<file path="config.mk">
export PLATFORM = sky130hd
export DESIGN_NAME = uart_rx
export DESIGN_NICKNAME = d
export VERILOG_FILES = /design/src/rtl/uart_rx.sv
export SDC_FILE = /design/constraint.sdc
export NUM_CORES = 1
export LEC_CHECK = 0
export CAP_MARGIN = 10
export CORE_MARGIN = 2
export CORE_UTILIZATION = 56
export CTS_BUF_LIST = sky130_fd_sc_hd__clkbuf_2 sky130_fd_sc_hd__clkbuf_4 sky130_fd_sc_hd__clkbuf_8
export DETAILED_ROUTE_END_ITERATION = 10
export PLACE_DENSITY_LB_ADDON = 0.08
export SYNTH_ARGS = -nofsm -noshare
export SYNTH_HDL_FRONTEND = slang
export SYNTH_SLANG_ARGS = --single-unit
</file>
<file path="constraint.sdc">
create_clock -name clk -period 3.1 [get_ports clk]
set_input_delay 0.62 -clock clk [delete_from_list [all_inputs] [get_ports clk]]
set_output_delay 0.62 -clock clk [all_outputs]
set_load 0.01 [all_outputs]
</file>
<file path="src/rtl/uart_rx.sv">
// 8N1 UART receiver: synchronizes rx, detects the start edge, samples each bit at mid-period
// and presents the byte as a held register plus one-cycle valid / framing-error pulses.
module uart_rx #(
  parameter int DATA_BITS   = 8,
  parameter int SYNC_STAGES = 2
) (
  input  logic                 clk,
  input  logic                 rst,
  input  logic [31:0]          baud_div,
  input  logic                 rx,
  output logic [DATA_BITS-1:0] rx_data,
  output logic                 rx_valid,
  output logic                 rx_busy,
  output logic                 frame_err
);

  localparam int IDX_W = (DATA_BITS > 1) ? $clog2(DATA_BITS) : 1;
  localparam logic [IDX_W-1:0] LAST_IDX = IDX_W'(DATA_BITS - 1);

  typedef enum logic [1:0] {
    S_IDLE  = 2'd0,
    S_START = 2'd1,
    S_DATA  = 2'd2,
    S_STOP  = 2'd3
  } state_t;

  state_t               state_q, state_d;
  logic [SYNC_STAGES-1:0] sync_q, sync_d;
  logic                 rx_s;
  logic                 rx_s_prev_q, rx_s_prev_d;
  logic [31:0]          cnt_q, cnt_d;
  logic [31:0]          bd_q, bd_d;
  logic [31:0]          bd_clamped_s, half_s;
  logic [IDX_W-1:0]     idx_q, idx_d;
  logic [DATA_BITS-1:0] shift_q, shift_d;
  logic [DATA_BITS-1:0] rx_data_q, rx_data_d;
  logic                 rx_valid_q, rx_valid_d;
  logic                 rx_busy_q, rx_busy_d;
  logic                 frame_err_q, frame_err_d;

  assign rx_s         = sync_q[SYNC_STAGES-1];
  assign bd_clamped_s = (baud_div < 32'd2) ? 32'd2 : baud_div;
  assign half_s       = bd_q >> 1;

  // Next-state and datapath logic for the frame FSM and input synchronizer
  always_comb begin
    state_d     = state_q;
    sync_d      = {sync_q[SYNC_STAGES-2:0], rx};
    rx_s_prev_d = rx_s;
    cnt_d       = cnt_q;
    bd_d        = bd_q;
    idx_d       = idx_q;
    shift_d     = shift_q;
    rx_data_d   = rx_data_q;
    rx_valid_d  = 1'b0;
    frame_err_d = 1'b0;

    case (state_q)
      S_IDLE: begin
        // Requiring rx_s_prev high means a line stuck low never retriggers
        if (rx_s_prev_q && !rx_s) begin
          state_d = S_START;
          cnt_d   = 32'd0;
          bd_d    = bd_clamped_s;
        end else begin
          state_d = S_IDLE;
        end
      end
      S_START: begin
        if (cnt_q == half_s - 32'd1) begin
          cnt_d = 32'd0;
          if (!rx_s) begin
            state_d = S_DATA;
            idx_d   = '0;
          end else begin
            state_d = S_IDLE;
          end
        end else begin
          cnt_d = cnt_q + 32'd1;
        end
      end
      S_DATA: begin
        if (cnt_q == bd_q - 32'd1) begin
          shift_d                = shift_q >> 1;
          shift_d[DATA_BITS-1]   = rx_s;
          cnt_d                  = 32'd0;
          idx_d                  = idx_q + IDX_W'(1);
          if (idx_q == LAST_IDX) begin
            state_d = S_STOP;
          end else begin
            state_d = S_DATA;
          end
        end else begin
          cnt_d = cnt_q + 32'd1;
        end
      end
      S_STOP: begin
        if (cnt_q == bd_q - 32'd1) begin
          cnt_d   = 32'd0;
          state_d = S_IDLE;
          if (rx_s) begin
            rx_data_d  = shift_q;
            rx_valid_d = 1'b1;
          end else begin
            frame_err_d = 1'b1;
          end
        end else begin
          cnt_d = cnt_q + 32'd1;
        end
      end
      default: begin
        state_d = S_IDLE;
        cnt_d   = 32'd0;
      end
    endcase

    rx_busy_d = (state_d != S_IDLE);
  end

  // State, datapath and registered output flops with synchronous reset
  always_ff @(posedge clk) begin
    if (rst) begin
      state_q     <= S_IDLE;
      sync_q      <= '1;
      rx_s_prev_q <= 1'b1;
      cnt_q       <= 32'd0;
      bd_q        <= 32'd0;
      idx_q       <= '0;
      shift_q     <= '0;
      rx_data_q   <= '0;
      rx_valid_q  <= 1'b0;
      rx_busy_q   <= 1'b0;
      frame_err_q <= 1'b0;
    end else begin
      state_q     <= state_d;
      sync_q      <= sync_d;
      rx_s_prev_q <= rx_s_prev_d;
      cnt_q       <= cnt_d;
      bd_q        <= bd_d;
      idx_q       <= idx_d;
      shift_q     <= shift_d;
      rx_data_q   <= rx_data_d;
      rx_valid_q  <= rx_valid_d;
      rx_busy_q   <= rx_busy_d;
      frame_err_q <= frame_err_d;
    end
  end

  assign rx_data   = rx_data_q;
  assign rx_valid  = rx_valid_q;
  assign rx_busy   = rx_busy_q;
  assign frame_err = frame_err_q;

endmodule

</file>
==> results.json <==
{
  "drtIter0Drc": 644,
  "coreArea_um2": 11400,
  "initial_core_util": 0.572,
  "final_nets": 1002,
  "dpl.hpwl_um": 15200,
  "path_max_fanout": 8,
  "clock_latency_ns": 0.38,
  "arrival_ns": 3.49,
  "area_growth_pct": 33.6,
  "n_fill_cell": 829,
  "finalCritPeriodShare": 1.05,
  "worst_pin_slew_ns": 0.577,
  "grt-ovfl-total": 0,
  "yosys-top-cells-count": "nand2_1, dfxtp_1, clkbuf_1",
  "synth_top_cell_by_area": "dfxtp_1",
  "setup_viol": 46,
  "cts_tree": "done",
  "io_pins": 46,
  "ctsRootBufferMaster": "clkbuf_8",
  "hold_buffers": 0,
  "wl_um": 20200,
  "leakage_nw": 3.49,
  "grt_pass1_vias": 6536,
  "drc": 0,
  "ys_seq_area_frac": 0.280,
  "critPathRequiredTime_ns": 3.35,
  "hold_class": "flop to flop",
  "cts.clk_slew.worst_paths_ns": 0.10,
  "ys_types": 73,
  "outcome": "finished with violations",
  "num_vias": 6694,
  "viasPerCell": 6.03,
  "power_mw": 3.37,
  "min_period_ns": 3.24,
  "ys_seq_elements": 91,
  "max_clock_freq_ghz": 0.309,
  "clock_sinks": 91,
  "final-hold-violation-count": 0,
  "synth.most_common_cell": "nand2_1",
  "grt_pass1_wl_um": 33200,
  "synth_top_area_frac": 0.280,
  "synth_nets": 871,
  "syn-cell-area_um2": 6500,
  "synth_area_leaders": "dfxtp_1, xnor2_1, nand2_1",
  "htreeDepth": 3,
  "synth_edf_count": 0,
  "netlist_instances": 831,
  "setup_slack_ns": -0.141,
  "cap_violations": 0,
  "first_pass_iters": 6,
  "gr-usage-all-layers": 0.331,
  "wl_per_cell_um": 18.2,
  "synthArstFlopShare": 0,
  "dieArea_um2": 12500,
  "ys_warn_count": 0,
  "synth_flop_cell": "dfxtp_1",
  "slew_headroom": 0.615,
  "grt_max_degree": 59,
  "drive_above_1_share": 0.302,
  "n_antenna_cell": 0,
  "chipHeight_um": 112,
  "ant_nets": 0,
  "die_x_um": 112,
  "avgSynthCellArea_um2": 7.83,
  "crit_type": "flop to flop",
  "row_count": 39,
  "worst_ir_drop_vdd_v": 0.000423,
  "skew_ns": 0.0108,
  "power.density_nw_per_um2": 388,
  "start_kind": "flop",
  "holdWs_ns": 0.423,
  "cp-end-kind": "flop",
  "violations": "negative setup slack",
  "io_buffers": 45,
  "antenna_found_initial": 0,
  "rsz0062_at_grt": "yes",
  "fin_util": 0.764,
  "drv_slew": 0,
  "numCtsBuffers": 9,
  "clk_path_buf_depth": 2,
  "gp_congestion": 1.03
}
sequential cells by signal (all words and copies together), names as in the netlist:
register	cells
state_q	2
rx_busy	1
sync_q	2
cnt_q	32
frame_err	1
rx_data	8
bd_q	32
rx_s_prev_q	1
idx_q	3
shift_q	8
rx_valid	1
cells in the final DEF (no fill, tap or decap), types with 12 or more instances in the layout:
cell             netlist  layout
nor2_1                48      46
nand2_1              113     106
or3_1                 16      12
or2_2                 17      17
nor4_1                27      19
a221oi_2              19      19
nand4_1               25      25
xor2_1                33      33
a21o_1                19      19
o21ai_0               18      16
xnor2_1               60      58
nand2b_1              14      14
clkdlybuf4s50_1        0      44
buf_6                  3      12
a21oi_1               47      47
buf_4                  2     139
nand3_1               33      33
nor3_1                22      17
dfxtp_1               91      84
routing by layer:
metal  GRT usage  share of wire
met5           0              0
met1       0.455           0.45
met2       0.522           0.45
met4       0.110          0.026
met3      0.0631          0.069
report_power, final:
part	internal [mW]	leakage [nW]	switching [mW]	total (mW)
registers	1.20	0.739	0.0353	1.23
logic	0.677	2.66	0.661	1.34
clock network	0.313	0.0926	0.491	0.804
total	2.19	3.49	1.19	3.37
metrics by stage:
step | instance area, um^2 | setup TNS, ns | setup slack (ns) | instances
2_1_floorplan | 6630 | -3.80 | -0.148 | 831
5_1_grt | 8690 | -10.42 | -0.320 | 1110
3_5_place_dp | 7990 | -8.89 | -0.267 | 1078
6_report | 8690 | -2.86 | -0.141 | 1110
4_1_cts | 8650 | -2.14 | -0.131 | 1109
3_3_place_gp | 7990 | -6.85 | -0.218 | 1078
critical path, stage by stage, from the launching register on:
cell and delay [ns]:
dfxtp_4 0.37, buf_12 0.13, nor4_4 0.28, nand4_1 0.19
buf_4 0.18, or3_4 0.33, a21bo_2 0.21, or4_4 0.50
nor4b_4 0.35, nand4_4 0.28, mux2i_1 0.23, nor2_1 0.05
area by class of cell:
type                    instances  area [um^2]  share of cell area
multi-input cells             645         4640               0.534
flip-flops and latches         91         1830               0.211
clock buffers                   9          124              0.0143
repair buffers                204         1790               0.207
inverters                      11         43.8             0.00504
clock inverters                 7         71.3             0.00821
well taps                     143          179              0.0206
final timing paths:
kind                                            from                 endpoint  slack [ns]  cells past startpoint
worst max-delay path            bd_q[7]$_SDFFE_PP0P_  rx_data[6]$_SDFFE_PP0P_       -0.14                     11
worst min-delay path            sync_q[0]$_SDFF_PP1_     sync_q[1]$_SDFF_PP1_        0.42                      1
worst max register to register  bd_q[7]$_SDFFE_PP0P_  rx_data[6]$_SDFFE_PP0P_       -0.14                     11
worst min register to register  sync_q[0]$_SDFF_PP1_     sync_q[1]$_SDFF_PP1_        0.42                      1
kinds of logic (layout without fill, tap and decap cells):
logic type / Yosys count / after routing / synth area share
XOR/XNOR: 93 / 93 / 0.125
flip-flops: 91 / 91 / 0.280
multiplexers: 10 / 10 / 0.0156
adder cells (fa/ha/maj): 5 / 5 / 0.00962
AO/OA/AOI/OAI: 169 / 170 / 0.202
AND/OR/NAND/NOR: 367 / 367 / 0.303
buffers and inverters: 96 / 231 / 0.0648
what timing repair did:
action                                  4_1_cts  5_1_grt
pin swaps                                    35        6
setup buffers                                13        1
resized for setup                            68        6
endpoints found under the setup margin       55       56
gates cloned                                  3        0
(Power assumes the default switching activity.)
